File: src/rtl/tick_scheduler.sv
// tick_scheduler: multi-channel one-shot/periodic timer driven by 5 ms / 50 ms divider ticks,
// with round-robin expiry events presented through a registered valid/ready output.
// Latency: an expiring tick at edge k sets pending after k; the event is presented after k+1
// when the output register is free.
// Backpressure: the event register holds while evt_valid && !evt_ready, and further expiries
// queue as one pending flag per channel. A second expiry on a still-pending channel sets overrun.
//
// Ports:
//   clk_in, rst                - system clock, asynchronous active-high reset
//   five_ms_tick, fifty_ms_tick - one-cycle tick pulses from the clock divider
//   cfg_valid/cfg_ready       - configuration handshake (ready whenever not in reset)
//   cfg_chan/src/count/periodic/stop - configuration payload
//   evt_valid/evt_ready/evt_chan - expiry event output
//   busy, overrun             - per-channel armed and sticky lost-event flags
module tick_scheduler #(
  parameter  int NCHAN = 4,
  parameter  int CW    = 8,
  localparam int CHW   = (NCHAN > 1) ? $clog2(NCHAN) : 1
) (
  input  logic             clk_in,
  input  logic             rst,
  input  logic             five_ms_tick,
  input  logic             fifty_ms_tick,
  input  logic             cfg_valid,
  output logic             cfg_ready,
  input  logic [CHW-1:0]   cfg_chan,
  input  logic             cfg_src,
  input  logic [CW-1:0]    cfg_count,
  input  logic             cfg_periodic,
  input  logic             cfg_stop,
  output logic             evt_valid,
  output logic [CHW-1:0]   evt_chan,
  input  logic             evt_ready,
  output logic [NCHAN-1:0] busy,
  output logic [NCHAN-1:0] overrun
);

  // Per-channel state
  logic [CW-1:0]    r_remaining [NCHAN];
  logic [CW-1:0]    r_count     [NCHAN];
  logic [NCHAN-1:0] r_src;
  logic [NCHAN-1:0] r_periodic;
  logic [NCHAN-1:0] r_busy;
  logic [NCHAN-1:0] r_pending;
  logic [NCHAN-1:0] r_overrun;

  // Output event register and round-robin start pointer
  logic             r_evt_valid;
  logic [CHW-1:0]   r_evt_chan;
  logic [CHW-1:0]   r_rr_ptr;

  // Combinational helpers
  logic [NCHAN-1:0] w_tick;
  logic [NCHAN-1:0] w_cfg_hit;
  logic [NCHAN-1:0] w_cand;
  logic [NCHAN-1:0] w_grant_oh;
  logic [CW-1:0]    w_load_cnt;
  logic             w_out_load;
  logic             w_found;
  logic [CHW-1:0]   w_win;
  logic [CHW-1:0]   w_pos;
  logic [CHW-1:0]   w_next_ptr;

  // A count of zero would never expire through a decrement, so it is armed as one tick.
  assign w_load_cnt = (cfg_count == '0) ? CW'(1) : cfg_count;

  // The output register may take a new event when empty or being consumed this edge.
  assign w_out_load = !r_evt_valid || evt_ready;

  always_comb begin
    w_tick    = '0;
    w_cfg_hit = '0;
    for (int c = 0; c < NCHAN; c++) begin
      w_tick[c]    = r_busy[c] && (r_src[c] ? fifty_ms_tick : five_ms_tick);
      w_cfg_hit[c] = cfg_valid && (cfg_chan == CHW'(c));
    end
  end

  // A channel being reconfigured this edge loses its pending event, so it must not be granted.
  assign w_cand = r_pending & ~w_cfg_hit;

  // Round-robin search starting at r_rr_ptr (the channel after the last grant).
  always_comb begin
    w_found = 1'b0;
    w_win   = '0;
    w_pos   = '0;
    for (int i = 0; i < NCHAN; i++) begin
      w_pos = CHW'((int'(r_rr_ptr) + i) % NCHAN);
      if (!w_found && w_cand[w_pos]) begin
        w_found = 1'b1;
        w_win   = w_pos;
      end
    end
  end

  assign w_next_ptr = CHW'((int'(w_win) + 1) % NCHAN);

  always_comb begin
    w_grant_oh = '0;
    for (int c = 0; c < NCHAN; c++) begin
      w_grant_oh[c] = w_out_load && w_found && (w_win == CHW'(c));
    end
  end

  always_ff @(posedge clk_in or posedge rst) begin
    if (rst) begin
      for (int c = 0; c < NCHAN; c++) begin
        r_remaining[c] <= '0;
        r_count[c]     <= '0;
      end
      r_src       <= '0;
      r_periodic  <= '0;
      r_busy      <= '0;
      r_pending   <= '0;
      r_overrun   <= '0;
      r_evt_valid <= 1'b0;
      r_evt_chan  <= '0;
      r_rr_ptr    <= '0;
    end else begin
      for (int c = 0; c < NCHAN; c++) begin
        if (w_cfg_hit[c]) begin
          // Configuration overrides any tick landing on this channel in the same cycle.
          r_pending[c] <= 1'b0;
          r_overrun[c] <= 1'b0;
          if (cfg_stop) begin
            r_busy[c] <= 1'b0;
          end else begin
            r_remaining[c] <= w_load_cnt;
            r_count[c]     <= w_load_cnt;
            r_src[c]       <= cfg_src;
            r_periodic[c]  <= cfg_periodic;
            r_busy[c]      <= 1'b1;
          end
        end else begin
          if (w_grant_oh[c]) begin
            r_pending[c] <= 1'b0;
          end
          if (w_tick[c]) begin
            if (r_remaining[c] == CW'(1)) begin
              // An expiry on the granted channel is a fresh event and overrides the grant clear.
              r_pending[c] <= 1'b1;
              if (r_pending[c] && !w_grant_oh[c]) begin
                r_overrun[c] <= 1'b1;
              end
              if (r_periodic[c]) begin
                r_remaining[c] <= r_count[c];
              end else begin
                r_remaining[c] <= '0;
                r_busy[c]      <= 1'b0;
              end
            end else begin
              r_remaining[c] <= r_remaining[c] - CW'(1);
            end
          end
        end
      end

      if (w_out_load) begin
        if (w_found) begin
          r_evt_valid <= 1'b1;
          r_evt_chan  <= w_win;
          r_rr_ptr    <= w_next_ptr;
        end else begin
          r_evt_valid <= 1'b0;
        end
      end
    end
  end

  assign cfg_ready = !rst;
  assign evt_valid = r_evt_valid;
  assign evt_chan  = r_evt_chan;
  assign busy      = r_busy;
  assign overrun   = r_overrun;

endmodule

File: config.mk
export PLATFORM = sky130hd
export DESIGN_NAME = tick_scheduler
export DESIGN_NICKNAME = d
export VERILOG_FILES = /design/src/rtl/tick_scheduler.sv
export SDC_FILE = /design/constraint.sdc
export NUM_CORES = 1
export LEC_CHECK = 0
export CORE_MARGIN = 2
export CORE_UTILIZATION = 65
export DETAILED_ROUTE_END_ITERATION = 12
export GPL_TIMING_DRIVEN = 0
export PLACE_DENSITY = 0.86
export RECOVER_POWER = 50
export SKIP_LAST_GASP = 1
export SYNTH_ARGS = -nofsm -noshare
export SYNTH_HDL_FRONTEND = slang
export SYNTH_SLANG_ARGS = --single-unit
File: constraint.sdc
create_clock -name clk_in -period 10.6 [get_ports clk_in]
set_clock_uncertainty 0.1 [all_clocks]
set_input_delay 3.18 -clock clk_in [delete_from_list [all_inputs] [get_ports clk_in]]
set_output_delay 3.18 -clock clk_in [all_outputs]
set_load 0.1 [all_outputs]
# ---- Yosys cells after proc, flatten, opt, wreduce, memory -nomap -nowiden
# Cells that the tools add are included.
dict set report totals {
  regBits 89
  inputBits 19
  out_inout_bits 12
  wordCells 211
}
dict set report op_classes {
  n_addsub 8
  magnitude_cmp 4
  n_eq_ne 18
  n_mux 88
  bitwise 3
  reduce_logical 62
}
# operator n
set ops {}
lappend ops {{8-bit 2-to-1 mux} 18}
lappend ops {{1-bit 2-to-1 mux} 62}
lappend ops {{8-bit by 1-bit == test with 1-bit output, second input constant} 4}
lappend ops {{8-bit by 1-bit subtractor with 8-bit output, second input constant} 4}
lappend ops {{3-bit AND reduction} 8}
lappend ops {{2-bit nonzero test} 12}
lappend ops {{1-bit logical AND} 20}
lappend ops {{2-bit AND reduction} 9}
lappend ops {{2-bit by 3-bit less-than comparator with 1-bit output, second input constant} 4}
lappend ops {{1-bit logical NOT} 9}
lappend ops {{1-bit binary-select mux with 2-bit select} 4}
lappend ops {{2-bit == test, second input constant} 4}
lappend ops {{8-bit logical NOT} 1}
lappend ops {{2-bit 2-to-1 mux} 4}
lappend ops {{2-bit by 1-bit != test with 1-bit output, second input constant} 4}
lappend ops {{2-bit != test, second input constant} 4}
lappend ops {{2-bit by 1-bit adder with 2-bit output, second input constant} 2}
lappend ops {{2-bit adder, second input constant} 2}
lappend ops {{4-bit bitwise AND} 1}
lappend ops {{2-bit by 1-bit == test with 1-bit output, second input constant} 2}
lappend ops {{2-bit logical NOT} 2}
lappend ops {{4-bit NOT} 1}
lappend ops {{1-bit logical OR} 1}
lappend ops {{1-bit NOT} 1}

# ---- Depth between registers and ports, before layout
dict set report depth {
  depth_word 24
  mapped_depth 11
  depth_no_buf 9
}

# ---- Worst setup path after synthesis
# No wires, ideal clock.
dict set report synth_timing {
  path_kind {input port to output port}
  start {input rst}
  end {output cfg_ready}
  arrival_ns 5.579
  required_time_ns 7.320
  slack_ns 1.741
  path_stages 1
  n_path_buf 0
  cell_sequence {inv_1}
}
dict set report synth_via {
  elab_chain_cells 1
}
# item line
set synth_rtl {}
lappend synth_rtl {{start, declared} 21} ;# input logic rst,
lappend synth_rtl {{1-bit logical NOT} 170} ;# assign cfg_ready = !rst;
lappend synth_rtl {{end, declared} 25} ;# output logic cfg_ready,
# Every way passes these cells.

# ---- Worst setup path after layout
# Same ends and word-level chain as after synthesis.

==> results.py <==
metrics = {
    "clocking": {
        "hold_buffers": 0,
        "cts-root-buf": "clkbuf_8",
        "clockBufferDepth": 2,
        "post-cts-setup-buffer-count": 0,
        "cts_resized": 0,
        "cts.clk_slew.worst_paths_ns": 0.07,
        "cts_buffers": 9,
        "insertion_delay_ns": 0.36,
        "cts_sinks": 89,
        "tritoncts": "built",
        "h-tree-depth": 3,
    },
    "power": {
        "power_density_mw_per_mm2": 243,
        "leakagePower_nw": 2.41,
        "clock_power_share": 0.166,
        "p_switching_uw": 577,
        "seq_power_share": 0.398,
        "swShare": 0.415,
        "max-vdd-ir-drop_uv": 153,
        "p_int_uw": 813,
        "p_comb_frac": 0.435,
    },
    "sta": {
        "finalHoldViolations": 0,
        "setup_violations": 0,
        "post-route-period-util": 0.846,
        "fmax_mhz": 112,
        "worst_pin_slew_ns": 3.69,
        "slew_viol_final": 70,
        "timing.slew.headroom": -1.46,
        "fin_ws_ns": 1.63,
        "finalCriticalPeriod_ns": 8.97,
        "rsz0062_at_grt": "no",
    },
    "final_layout": {
        "fin_nets": 625,
        "mostFrequentLayoutCells": "89 x dfrtp_1, 86 x nand2_1, 48 x nor2_1, 37 x a21oi_1, 24 x clkbuf_1",
        "final_area_mm2": 0.00572,
        "antenna_cells": 0,
        "area_growth_pct": 10.8,
        "final_common_cell": "dfrtp_1",
        "drive_gt1_frac": 0.120,
    },
    "floorplan": {
        "start_util": 0.671,
        "core_mm2": 0.00769,
        "die_x_um": 93.1,
        "dieArea_mm2": 0.00866,
        "die_height_um": 93.1,
        "boundaryPins": 31,
        "placementRows": 32,
    },
    "yosys": {
        "seq_area_frac_synth": 0.432,
        "synthTopCellsByArea": "dfrtp_1 43%, nand2_1 6.3%, mux2_2 5.0%",
        "ys_async_sr_fraction": 1.00,
        "synth_warnings": 0,
        "syn_inst": 558,
        "ys_types": 67,
        "syn_area_per_cell_um2": 9.24,
        "ys_seq_elements": 89,
        "synth_flop_cell": "dfrtp_1",
        "synth-edff-count": 0,
        "synth_area_mm2": 0.00516,
        "syn-num-nets": 589,
        "synth_top_area_cell": "dfrtp_1",
        "synthDominantCellAreaShare": 0.432,
    },
    "setup_path": {
        "critPathLaunchType": "primary input",
        "startpoint": "rst",
        "crit_chain": "dlygate4sd3_1 -> clkinvlp_2 -> clkdlybuf4s50_1",
        "timing.rr.start": "r_rr_ptr[0]$_DFFE_PP0P_",
        "worst_setup_path_end_kind": "output pin",
        "critPathRequiredTime_ns": 7.32,
        "path_buf_inv": 3,
        "cp_max_fo": 22,
        "slowest_delay_ns": 1.21,
        "path_class": "primary input to output pin",
        "crit_slowest_cell": "clkdlybuf4s50_1",
        "critPathTopFamily": "buffers and inverters",
        "arrival_ns": 5.69,
    },
    "place": {
        "dp_hpwl_um": 8890,
        "dp_slack_ns": 2.23,
        "dpl_cell_area_mm2": 0.00555,
        "place_congestion": 0.898,
        "portBuffers": 24,
    },
    "hold_path": {
        "hp-start": "r_count[27]$_DFFE_PP0P_",
        "hold_class": "register to register",
    },
    "status": {
        "violations": "max-capacitance violations, max-slew violations",
        "status": "complete, but fails checks",
    },
    "drt": {
        "wire_per_inst_um": 18.4,
        "drt_iter0_markers": 485,
        "drt_pass1_iterations": 6,
        "wl_um": 12900,
        "num_vias": 4597,
        "drcViolationCount": 0,
        "viasPerCell": 6.56,
        "antenna_left": 0,
    },
    "flow_run": {
        "max_cap_violations": 1,
    },
    "global_route": {
        "grt_overflow_total": 0,
        "antenna_found_initial": 0,
        "grt_usage": 0.310,
        "grt_pass1_vias": 4251,
        "grt_start_max_net_pins": 70,
        "grt_pass1_wl_um": 21200,
    },
}
[metrics by stage]
step / TNS, ns / cells / utilization / total power, mW / hold WS, ns
detailed placement: 0 / 685 / 0.722 / 1.15 / 0.363
finish: 0 / 701 / 0.743 / 1.39 / 0.381
CTS: 0 / 701 / 0.747 / 1.38 / 0.382
floorplan: 0 / 558 / - / 1.01 / 0.345
global placement: -0.318 / 684 / 0.719 / 1.11 / 0.361
global route: 0 / 701 / 0.743 / 1.48 / 0.410
[power groups by stage]
stage / Clock [mW] / Sequential, mW / Combinational (mW)
after floorplan: 0 / 0.578 / 0.428
after detailed placement: 0 / 0.553 / 0.592
after global placement: 0 / 0.546 / 0.562
final: 0.231 / 0.553 / 0.605
after CTS: 0.232 / 0.548 / 0.598
after global routing: 0.248 / 0.567 / 0.664
[registers in the layout, indices dropped and copies added (netlist names)]
register	count
r_count	32
r_remaining	32
busy	4
overrun	4
r_pending	4
r_periodic	4
r_src	4
evt_chan	2
r_rr_ptr	2
evt_valid	1
[per-layer routing]
layer / GRT usage / routed length, um / vias to the layer above
met5: 0 / 0 / -
met4: 0.102 / 312 / 0
met3: 0.0459 / 889 / 42
met2: 0.499 / 6180 / 217
met1: 0.435 / 5540 / 2253
li1: - / - / 2085
[worst register-to-register path, delay by kind of cell, from the launching register on]
kind / cells / cell delay, ns
compound gates: 5 / 1.44
mux: 1 / 0.41
flops: 1 / 0.37
fa+ha+maj: 1 / 0.24
buf+inv: 1 / 0.16
xor+xnor: 1 / 0.16
[cell families after synthesis]
group,count (synthesis),synth area share
buffers and inverters,53,0.0490
xor gates and xnor gates,15,0.0255
adders and majority gates,12,0.0291
DFF,89,0.432
AOI/OAI and AO/OA,137,0.184
muxes,37,0.0774
and+or+nand+nor,215,0.203
[Yosys cell counts (15+ instances only)]
cell type / count
nand2_1: 86
clkbuf_1: 20
inv_1: 19
nand3_1: 15
a311oi_1: 15
mux2_2: 23
o21ai_0: 17
a21oi_1: 37
nor2_1: 48
dfrtp_1: 89
[path summary, 6_finish.rpt]
path                       cells after the start                     endpoint  slack (ns)
max                                            3                    cfg_ready        1.63
min                                            2      r_count[27]$_DFFE_PP0P_        0.38
min reg2reg                                    2      r_count[27]$_DFFE_PP0P_        0.38
max reg2reg                                    9       overrun[3]$_DFFE_PP0P_        7.57
max in group asynchronous                      3  r_remaining[11]$_DFFE_PP0P_        3.14
min in group asynchronous                      2   r_remaining[1]$_DFFE_PP0P_        3.32
[cell type report]
class                      instances  area [um2]
buffer                            34         181
clock buffer                      12         135
clock inverter                     4        51.3
fill                             579        1970
inverter                          19        72.6
multi-input combinational        416        2680
sequential                        89        2230
tap                              102         128
timing repair buffer              25         244
No activity file was read; power rests on OpenSTA's default activity.
